--- src/rtl/vram_scanout_if.sv ---
//------------------------------------------------------------------------------
// Module  : vram_scanout_if
// Brief   : Video RAM read-port bundle between the scan-out engine (master)
//           and the RAM read side (slave).
// Revision: 1.0 - initial release
//------------------------------------------------------------------------------
`default_nettype none

interface vram_scanout_if #(
   parameter int DATAW      = 24,
   parameter int addrLength = 20
);
   logic                  readEn;
   logic [addrLength-1:0] readPointer;
   logic [DATAW-1:0]      ramData;

   modport master (
      output readEn,
      output readPointer,
      input  ramData
   );

   modport slave (
      input  readEn,
      input  readPointer,
      output ramData
   );
endinterface

`default_nettype wire

--- src/rtl/vram_scanout.sv ---
//------------------------------------------------------------------------------
// Module  : vram_scanout
// Brief   : VGA-style raster generator driving the video RAM read port one
//           pixel ahead, with a 2-stage aligned pixel/sync/de output pipeline.
// Revision: 1.0 - initial release
//------------------------------------------------------------------------------
`default_nettype none

module vram_scanout #(
   parameter int DATAW      = 24,
   parameter int addrLength = 20,
   parameter int H_ACTIVE   = 640,
   parameter int H_FP       = 16,
   parameter int H_SYNC     = 96,
   parameter int H_BP       = 48,
   parameter int V_ACTIVE   = 480,
   parameter int V_FP       = 10,
   parameter int V_SYNC     = 2,
   parameter int V_BP       = 33,
   parameter bit SYNC_POL   = 1'b0
) (
   input  logic              pixelClk,
   input  logic              resetN,
   input  logic              enable,
   vram_scanout_if.master    ram,
   output logic [DATAW-1:0]  rgbOut,
   output logic              hsync,
   output logic              vsync,
   output logic              de,
   output logic              frameStart
);

   localparam int c_hTotal = H_ACTIVE + H_FP + H_SYNC + H_BP;
   localparam int c_vTotal = V_ACTIVE + V_FP + V_SYNC + V_BP;
   localparam int c_hWidth = $clog2(c_hTotal);
   localparam int c_vWidth = $clog2(c_vTotal);

   localparam logic [c_hWidth-1:0] c_hOne       = c_hWidth'(1);
   localparam logic [c_hWidth-1:0] c_hLast      = c_hWidth'(c_hTotal - 1);
   localparam logic [c_hWidth-1:0] c_hActive    = c_hWidth'(H_ACTIVE);
   localparam logic [c_hWidth-1:0] c_hSyncStart = c_hWidth'(H_ACTIVE + H_FP);
   localparam logic [c_hWidth-1:0] c_hSyncEnd   = c_hWidth'(H_ACTIVE + H_FP + H_SYNC - 1);

   localparam logic [c_vWidth-1:0] c_vOne       = c_vWidth'(1);
   localparam logic [c_vWidth-1:0] c_vLast      = c_vWidth'(c_vTotal - 1);
   localparam logic [c_vWidth-1:0] c_vActive    = c_vWidth'(V_ACTIVE);
   localparam logic [c_vWidth-1:0] c_vSyncStart = c_vWidth'(V_ACTIVE + V_FP);
   localparam logic [c_vWidth-1:0] c_vSyncEnd   = c_vWidth'(V_ACTIVE + V_FP + V_SYNC - 1);

   localparam logic [addrLength-1:0] c_addrOne  = addrLength'(1);

   logic [c_hWidth-1:0]   r_hCount;
   logic [c_vWidth-1:0]   r_vCount;
   logic [addrLength-1:0] r_addr;

   logic r_de1;
   logic r_hs1;
   logic r_vs1;
   logic r_fs1;

   logic w_active;
   logic w_hLast;
   logic w_vLast;
   logic w_hSync;
   logic w_vSync;
   logic w_origin;
   logic w_readEn;

   assign w_active = (r_hCount < c_hActive) && (r_vCount < c_vActive);
   assign w_hLast  = (r_hCount == c_hLast);
   assign w_vLast  = (r_vCount == c_vLast);
   assign w_hSync  = (r_hCount >= c_hSyncStart) && (r_hCount <= c_hSyncEnd);
   assign w_vSync  = (r_vCount >= c_vSyncStart) && (r_vCount <= c_vSyncEnd);
   assign w_origin = (r_hCount == '0) && (r_vCount == '0);

   // resetN is folded in so the read strobe is quiet while reset is held,
   // even when enable is already high and the raster sits at (0,0).
   assign w_readEn = resetN & enable & w_active;

   assign ram.readEn      = w_readEn;
   assign ram.readPointer = r_addr;

   // Raster counters: held at origin while disabled, h wraps into v.
   always_ff @(posedge pixelClk or negedge resetN) begin
      if (!resetN) begin
         r_hCount <= '0;
         r_vCount <= '0;
      end else if (!enable) begin
         r_hCount <= '0;
         r_vCount <= '0;
      end else if (w_hLast) begin
         r_hCount <= '0;
         r_vCount <= w_vLast ? '0 : r_vCount + c_vOne;
      end else begin
         r_hCount <= r_hCount + c_hOne;
      end
   end

   // Running row-major read address: steps on active pixels, clears at frame wrap.
   always_ff @(posedge pixelClk or negedge resetN) begin
      if (!resetN) begin
         r_addr <= '0;
      end else if (!enable) begin
         r_addr <= '0;
      end else if (w_hLast && w_vLast) begin
         r_addr <= '0;
      end else if (w_active) begin
         r_addr <= r_addr + c_addrOne;
      end
   end

   // Stage 1: carry raster flags alongside the RAM read latency.
   always_ff @(posedge pixelClk or negedge resetN) begin
      if (!resetN) begin
         r_de1 <= 1'b0;
         r_hs1 <= 1'b0;
         r_vs1 <= 1'b0;
         r_fs1 <= 1'b0;
      end else begin
         r_de1 <= w_readEn;
         r_hs1 <= w_hSync;
         r_vs1 <= w_vSync;
         r_fs1 <= enable & w_origin;
      end
   end

   // Stage 2: register pixel and flags together so all pins stay aligned.
   always_ff @(posedge pixelClk or negedge resetN) begin
      if (!resetN) begin
         rgbOut     <= '0;
         de         <= 1'b0;
         hsync      <= ~SYNC_POL;
         vsync      <= ~SYNC_POL;
         frameStart <= 1'b0;
      end else begin
         rgbOut     <= r_de1 ? ram.ramData : '0;
         de         <= r_de1;
         hsync      <= r_hs1 ? SYNC_POL : ~SYNC_POL;
         vsync      <= r_vs1 ? SYNC_POL : ~SYNC_POL;
         frameStart <= r_fs1;
      end
   end

endmodule

`default_nettype wire

--- src/flat_wrapper.sv ---
// flat-port wrapper written by rule: the top's interface ports become plain ports
module vram_scanout_flat 
#(
   parameter int DATAW      = 24,
   parameter int addrLength = 20,
   parameter int H_ACTIVE   = 640,
   parameter int H_FP       = 16,
   parameter int H_SYNC     = 96,
   parameter int H_BP       = 48,
   parameter int V_ACTIVE   = 480,
   parameter int V_FP       = 10,
   parameter int V_SYNC     = 2,
   parameter int V_BP       = 33,
   parameter bit SYNC_POL   = 1'b0
)
  (pixelClk, resetN, enable, rgbOut, hsync, vsync, de, frameStart, ram_readEn, ram_readPointer, ram_ramData);
  vram_scanout_if #(.DATAW(DATAW), .addrLength(addrLength)) ram_i ();
  input  logic pixelClk;
  input  logic resetN;
  input  logic enable;
  output logic [DATAW-1:0] rgbOut;
  output logic hsync;
  output logic vsync;
  output logic de;
  output logic frameStart;
  output wire logic [$bits(ram_i.readEn)-1:0] ram_readEn;
  output wire logic [$bits(ram_i.readPointer)-1:0] ram_readPointer;
  input wire logic [$bits(ram_i.ramData)-1:0] ram_ramData;
  assign ram_readEn = ram_i.readEn;
  assign ram_readPointer = ram_i.readPointer;
  assign ram_i.ramData = ram_ramData;
  vram_scanout #(.DATAW(DATAW), .addrLength(addrLength), .H_ACTIVE(H_ACTIVE), .H_FP(H_FP), .H_SYNC(H_SYNC), .H_BP(H_BP), .V_ACTIVE(V_ACTIVE), .V_FP(V_FP), .V_SYNC(V_SYNC), .V_BP(V_BP), .SYNC_POL(SYNC_POL)) u_core (.pixelClk(pixelClk), .resetN(resetN), .enable(enable), .ram(ram_i), .rgbOut(rgbOut), .hsync(hsync), .vsync(vsync), .de(de), .frameStart(frameStart));
endmodule
--- config.mk ---
export PLATFORM = sky130hd
export DESIGN_NAME = vram_scanout_flat
export DESIGN_NICKNAME = d
export VERILOG_FILES = /design/src/rtl/vram_scanout_if.sv /design/src/rtl/vram_scanout.sv /design/src/flat_wrapper.sv
export SDC_FILE = /design/constraint.sdc
export NUM_CORES = 1
export LEC_CHECK = 0
export CAP_MARGIN = 20
export CORE_MARGIN = 1.5
export CORE_UTILIZATION = 53
export DETAILED_ROUTE_END_ITERATION = 16
export PLACE_DENSITY_LB_ADDON = 0.12
export SYNTH_ARGS = -nofsm -noshare
export SYNTH_HDL_FRONTEND = slang
export SYNTH_SLANG_ARGS = --single-unit
--- constraint.sdc ---
create_clock -name pixelClk -period 3.5 [get_ports pixelClk]
set_clock_uncertainty 0.05 [all_clocks]
set_input_delay 0.7 -clock pixelClk [delete_from_list [all_inputs] [get_ports pixelClk]]
set_output_delay 0.7 -clock pixelClk [all_outputs]
set_load 0.02 [all_outputs]
==> summary.md, run 1 <==
The run finished with clean final reports. For the placement row count, the log shows 28. The largest delay contributor family on the critical path is buffers and inverters. Together, buffers and inverters on the worst path number 2.

The die span in x is 80.8 µm. The most used flip-flop cell after synthesis was dfrtp_1. Global routing consumed, over all layers together, 22.6% of the routing resources.

The I/O pin count was 76; the worst path required time was 2.75 ns. Summing internal, switching and leakage power gives 1740 µW. The post-synthesis share of cell area spent on full adders, half adders and majority gates was 1.95%; the register bit count reported by yosys was 72. First element of the critical path: enable.

At the later pin of the worst-skew pair, clock insertion delay measures 0.34 ns. The logs give 2617 for the number of vias in the routed layout and 0 for the number of inserted diodes. Library cell with the highest instance count after synthesis: dfrtp_1. The die covers 0.00654 mm². For this run, the number of Yosys warnings is 0. After clock tree synthesis, the clock-pin slew on the worst setup and hold paths is 0.08 ns. Summed over all instances, the cell type with the most area after synthesis is dfrtp_1.

Share of synthesized flip-flops with an asynchronous set or reset: 100%. The path class of the tightest hold or removal check is in -> async. The count of final hold-check violations is 0. Clock tree root driver cell: clkbuf_8. The region available for standard cell placement spans 0.00589 mm².

The logic depth of the worst register-to-register path was 6. The category of the critical setup timing path was in -> out. The logs give 0 for the total of hold buffers inserted after clock tree synthesis and 2 for the maximum clock path buffer count. Fill cells in the final layout number 451. Using the TritonRoute via totals, the vias-per-cell ratio works out to 5.74. The number of antenna violations at the first check in global routing is 0, and the final estimated routing congestion in global placement is 0.826. For the unique cell type count in the Yosys netlist, the log shows 39. For the maximum number of pins on one net before global-route repair, the log shows 63. The maximum fanout count along the critical path was 8; the mux cell area share after synthesis was 0.312%. DRC violation total after the first TritonRoute iteration: 182. The top cell type by area accounts for 54.5% of the synthesized area.

Data on the critical path arrives at its endpoint at 2.19 ns. In this run the worst setup path terminates at ram_readEn. For this configuration, the core starts out at a cell density of 54.6%. The count of nets left with antenna violations once routing finished came out at 0.

The gate count of the mapped netlist was 300; the net count of the finished layout was 408. The depth of the critical timing path with buffers and inverters included is 3, and the number of pins exceeding their max-slew limit in the final report is 0. Setup repair after global routing left no endpoint under its margin. The slew at the pin with the worst max-slew slack was 0.764 ns; the post-synthesis instance area was 0.00321 mm².

The overflow left after global routing is 0, and the detailed-route wire length per cell is 15.5 µm. The analysis attributes to cell leakage a power of 0.00177 µW. The area growth from synthesis to layout is 31.9%.

The simple-gate area share of the yosys netlist is 25.0%. The via count of the first global-routing pass was 2369; the number of port buffers was 75. The setup check on the worst reg-to-reg path leaves a slack of 1.14 ns. Of the total synthesized cell area, the portion taken by XOR and XNOR cells is 3.27%.

Final HPWL from detailed placement: 4870 µm. The run gives 0 ns as the sum of negative setup slack. Summing the areas of all compound-gate instances in the mapped netlist gives 10.2% of the synthesized area. The logs give 56.2% for the sequential share of the synthesized area and 49.0% for the worst relative slew slack.

The logs give 0.266 mV for the worst ir drop on vdd and 11100 µm for the first-pass GRT wire length. The period utilization is 84.1%. By area the synthesized netlist is led by dfrtp_1 55%, and2_1 6.2%, a21oi_1 3.3%.

From bottom edge to top edge, the die measures 80.8 µm. The number of max-capacitance violations reported was 0; the fraction of final layout cells sized beyond drive strength 1 was 7.35%. Setup violations remaining at the end of the flow were counted as 0. The worst setup path is launched from an input port. For the post-detailed-routing wire length, the log shows 7070 µm.

TritonCTS built the clock tree. By area, the combinational part of the netlist is dominated by simple AND/OR/NAND/NOR gates. The critical path's most frequent cell is clkdlybuf4s50_1. The tools report the H-tree level count as 3.

The commonest cells after synthesis are 70 x dfrtp_1, 32 x and2_1, 21 x a21oi_1. The slowest stage of the critical path is the clkdlybuf4s50_1 cell. Subtracting the final worst setup slack from the clock period gives 2.94 ns. Capturing element type of the critical path: an output port.

The clock net in this run drives a total of 72 sinks. The first-pass iteration count of the detailed router was 4; the post-detailed-route DRC marker count was 0. Total power density per cell area: 411 mW/mm². The critical path goes through clkdlybuf4s50_1, and3_1, clkdlybuf4s50_1.

Static timing analysis puts the maximum clock frequency at 340 MHz. For this run, the slowest stage of the critical path takes 0.63 ns. The endpoint identified for the worst register-to-register timing path is u_core.ram.readPointer[8]. The worst register-to-register path begins at u_core.r_hCount[0].

The number of synthesized flops with an enable pin came out at 0. The number of instances resized during post-cts repair is 0, and the number of buffers created by CTS is 9. The average instance area after synthesis works out to 10.7 µm². The number of setup buffers added after CTS is 0.

The number of nets handed over by synthesis was 332.
-- power breakdown --
group          internal [µW]  leakage (µW)  switching (µW)
logic                   68.0      0.000675            68.1
registers                851      0.000977            13.9
clock network            423      0.000113             318
total                   1340       0.00177             400
-- layout make-up --
type / count / area, µm² / share of cell area (%)
clock buffers: 10 / 138 / 3.25
clock inverters: 6 / 90.1 / 2.13
inverters: 9 / 33.8 / 0.798
multi-input cells: 206 / 1310 / 30.9
flip-flops and latches: 72 / 1800 / 42.6
well taps: 75 / 93.8 / 2.22
repair buffers: 78 / 768 / 18.1
-- state kept, by name (all words and copies together) (netlist names) --
| signal | flops |
|---|---|
| u_core.frameStart | 1 |
| u_core.r_hCount | 10 |
| u_core.r_fs1 | 1 |
| u_core.r_hs1 | 1 |
| u_core.r_vCount | 10 |
| u_core.r_vs1 | 1 |
| u_core.r_de1 | 1 |
| u_core.vsync | 1 |
| u_core.de | 1 |
| u_core.rgbOut | 24 |
| u_core.hsync | 1 |
| u_core.ram.readPointer | 20 |
-- logic make-up (layout without fill, tap and decap cells) --
| kind of cell | after synthesis | after routing |
|---|---|---|
| multiplexers | 1 | 1 |
| AND/OR/NAND/NOR | 135 | 135 |
| AO/OA/AOI/OAI | 53 | 53 |
| adder cells (fa/ha/maj) | 5 | 5 |
| XOR/XNOR | 12 | 12 |
| buffers and inverters | 22 | 103 |
| flip-flops | 72 | 72 |
-- layout by cell type (no fill, tap or decap), drive strengths merged, types with 3 or more instances in the layout --
| master | n |
|---|---|
| or3 | 14 |
| ha | 5 |
| buf | 4 |
| nor2 | 13 |
| and4 | 6 |
| o21ai | 11 |
| xor2 | 3 |
| nand2 | 15 |
| nor4 | 4 |
| a21oi | 22 |
| nor3 | 4 |
| and2 | 32 |
| and3 | 5 |
| clkbuf | 10 |
| a31oi | 3 |
| o31ai | 11 |
| nand4 | 13 |
| clkdlybuf4s50 | 74 |
| dfrtp | 70 |
| or4 | 13 |
| xnor2 | 9 |
| inv | 10 |
| nand3 | 12 |
-- layer usage --
| metal | track usage, % | vias to the layer above | share of wire [%] |
|---|---|---|---|
| met4 | 10.7 | 0 | 2.2 |
| met5 | 0 | - | 0 |
| li1 | - | 1236 | - |
| met2 | 38.1 | 94 | 51 |
| met1 | 27.8 | 1272 | 41 |
| met3 | 4.83 | 15 | 5.4 |
-- through the flow --
step	util [%]	worst slack [ns]	hold slack [ns]	instance area, µm²	instances
global placement	68.1	0.587	0.284	4010	440
CTS	72.0	0.553	0.167	4240	456
floorplan	-	1.36	0.281	3210	300
detailed placement	68.1	0.553	0.285	4010	440
finish	72.0	0.558	0.170	4240	456
global route	72.0	0.482	0.176	4240	456
-- worst min path at each step --
stage                  from                         end  slack [ns]
3_3_place_gp   u_core.r_fs1           u_core.frameStart        0.28
2_1_floorplan  u_core.r_fs1           u_core.frameStart        0.28
6_report             resetN  u_core.ram.readPointer[16]        0.17
5_1_grt              resetN  u_core.ram.readPointer[14]        0.18
3_5_place_dp   u_core.r_fs1           u_core.frameStart        0.28
4_1_cts              resetN  u_core.ram.readPointer[15]        0.17
Power figures use the tool's default switching activity.
==> run 2: changes to the inputs <==
--- a/config.mk
+++ b/config.mk
@@ -7,7 +7,7 @@
 export LEC_CHECK = 0
 export CAP_MARGIN = 20
 export CORE_MARGIN = 1.5
-export CORE_UTILIZATION = 53
+export CORE_UTILIZATION = 45
 export DETAILED_ROUTE_END_ITERATION = 16
 export PLACE_DENSITY_LB_ADDON = 0.12
 export SYNTH_ARGS = -nofsm -noshare
==> constraint.sdc (replaced) <==
create_clock -name pixelClk -period 2.55 [get_ports pixelClk]
set_clock_uncertainty 0.05 [all_clocks]
set_input_delay 0.51 -clock pixelClk [delete_from_list [all_inputs] [get_ports pixelClk]]
set_output_delay 0.51 -clock pixelClk [all_outputs]
set_load 0.02 [all_outputs]
==> summary.md, run 2 (synthesis results as in run 1) <==
The run finished with clean final reports. For the number of vias in the routed layout, the log shows 2576. The number of port buffers is 75, and the clock network fraction of design power is 37.7%. Leaving out fill and tap cells, the most frequent cell in the layout is clkdlybuf4s50_1. Entering global routing, the biggest net connects 73 pins. Detailed placement ended at an HPWL of 4820 µm.

The setup check on the worst reg-to-reg path leaves a slack of 0.28 ns. The top cell types in the final layout, fill and taps aside, are 73 x clkdlybuf4s50_1, 70 x dfrtp_1, 32 x and2_1. Data on the critical path is required at its endpoint by 1.99 ns.

For the total core area, the log shows 0.00683 mm². The logs give 0 for the number of antenna violations at the first check in global routing and 0.00765 mm² for the area of the die. The number of pins exceeding their max-slew limit in the final report is 0. The number of buffers created by CTS is 9, and the clock period minus final worst setup slack is 2.42 ns.

Chip height: 87.5 µm. After detailed routing, the average wire length per cell comes to 14.9 µm. The fraction of final layout cells sized beyond drive strength 1 works out to 7.59%. The total power density per cell area is 523 mW/mm², and the initial core utilization is 47.0%.

The H-tree was split into 3 levels. The arrival time reported for the critical path endpoint is 1.86 ns, and the placement row count is 30. The final estimated routing congestion in global placement was 0.759. The post-detailed-routing wire length is 7140 µm. Ranked by flip-flop count, first place goes to u_core.rgbOut.

The first global-routing pass estimated 11800 µm of wire. The largest single stage delay on the critical path is 0.44 ns. Traced cell by cell, the critical path runs through o21a_1, nor3_1, and3_1, dlygate4sd2_1.

The count of final hold-check violations is 0, and the number of buffers and inverters on the critical path is 1. The largest delay contributor family on the critical path was simple AND/OR/NAND/NOR gates. Clock edge transition at the registers on the reported setup and hold paths: 0.08 ns. The sum of negative setup slack came out at 0 ns.

Power comes to 2210 µW. The number of antenna diodes in the final layout is 0. The tools report the total of hold buffers inserted after clock tree synthesis as 0.

In this run the static leakage power is 0.00174 µW. The critical path is of the reg -> out type. Max-cap violations in this run came to 0.

The global-route usage over all layers is 20.3%. Net count of the finished layout: 409. TritonCTS built the clock tree.

The highest achievable clock rate was 413 MHz; the power share of the combinational group was 8.6%. Setup violations remaining at the end of the flow were counted as 0. In this run the clock root is driven by a clkbuf_8. The die is 87.5 µm wide. The tools report the remaining antenna violation count as 0.

The cell with the largest stage delay on the worst path was dfrtp_1. 76 I/O pins were placed. The register with the most flip-flops in the layout has 24 of them. Setup repair after global routing left no endpoint under its margin.

Net switching is 25.6% of the power. The first TritonRoute pass finished after 5 iterations. Via-per-instance ratio: 5.39. The worst-case IR drop observed on VDD is 0.264 mV. For this run, design rule violations remaining after detail routing come to 0.

Cell internal power was estimated by the tool at 1640 µW. The tools report the via count of the first global-routing pass as 2432. For this design the total switching power over the nets is 566 µW. The min-delay analysis places its worst path in the category reg -> reg.

Of all nets on the critical path, the largest fanout is 6. After global routing the overflow that remains totals 0. The worst setup path is launched from a flip-flop. The first routing iteration left 137 violations. Per report_power, the sequential group accounts for 53.7% of the total. Compared with the post-synthesis result, the final layout area differs by 31.4%. The filler cell count was 587.

The clock drives 72 sinks. No sink is reached through more buffers than the 2 on the longest clock path. Clock latency on the worst-skew pair, taken at its later pin, is 0.35 ns. Of the available clock period, the critical path in the final layout requires 95.0%. The capturing element type of the critical path is an output port.

Measured against its own limit, the worst slew margin works out to 39.8%. For the pin with the worst max-slew slack, the measured transition is 0.903 ns.
-- run 2: changes by cell type in the layout (fill, tap and decap cells not counted) --
| cell | change |
|---|---|
| buf_4 | +1 |
| bufinv_16 | -2 |
| clkdlybuf4s50_1 | -1 |
| clkinv_4 | -1 |
| clkinvlp_4 | +3 |
| dlygate4sd2_1 | +1 |
-- run 2: area by class of cell --
| cell class | count | area [µm²] | area share, % |
|---|---|---|---|
| clock buffer | 10 | 138 | 3.26 |
| inverter | 9 | 33.8 | 0.800 |
| multi-input combinational | 206 | 1310 | 31.0 |
| timing repair buffer | 79 | 774 | 18.3 |
| sequential | 72 | 1800 | 42.7 |
| tap | 96 | 120 | 2.85 |
| clock inverter | 6 | 43.8 | 1.04 |
-- run 2: final timing paths --
path,from,to,depth (start not counted)
min in group asynchronous,resetN,u_core.ram.readPointer[11],2
max in group asynchronous,resetN,u_core.ram.readPointer[3],2
min reg2reg,u_core.r_fs1,u_core.frameStart,0
max,u_core.r_hCount[8],ram_readEn,4
min,u_core.r_fs1,u_core.frameStart,0
max reg2reg,u_core.r_hCount[8],u_core.ram.readPointer[16],4
-- run 2: metrics by stage --
stage | cell area [µm²] | hold WS (ns) | util, % | cells | worst slack [ns]
3_5_place_dp | 4040 | 0.287 | 59.2 | 462 | 0.129
6_report | 4220 | 0.302 | 61.8 | 478 | 0.128
4_1_cts | 4220 | 0.305 | 61.8 | 478 | 0.118
3_3_place_gp | 4040 | 0.285 | 59.2 | 462 | 0.142
2_1_floorplan | 3210 | 0.164 | - | 300 | 0.476
5_1_grt | 4220 | 0.324 | 61.8 | 478 | 0.0833
-- run 2: power groups by stage --
stage | registers, µW | logic [µW] | clock network, µW
after floorplan | 1230 | 50.0 | 0
after global placement | 1210 | 191 | 0
after detailed placement | 1210 | 194 | 0
after CTS | 1190 | 195 | 854
after global routing | 1190 | 208 | 905
final | 1190 | 190 | 832
-- run 2: per-layer routing --
layer  vias to the layer above  track usage, %  routed length, µm
met5                         -               0                  0
met4                         0            8.95                110
met3                         9            4.93                459
met2                        74            29.4               3300
met1                      1252            29.0               3270
li1                       1241               -                  -
-- run 2: timing repair --
item / 4_1_cts / 5_1_grt
setup buffers: 0 / 0
gates resized for setup: 1 / 0
setup endpoints to repair: 1 / 0
-- run 2: worst register-to-register path: stages (launching register included) --
cell	delay, ns
dfrtp_1	0.44
o21a_1	0.27
or4_1	0.71
or4_1	0.58
a21oi_1	0.15
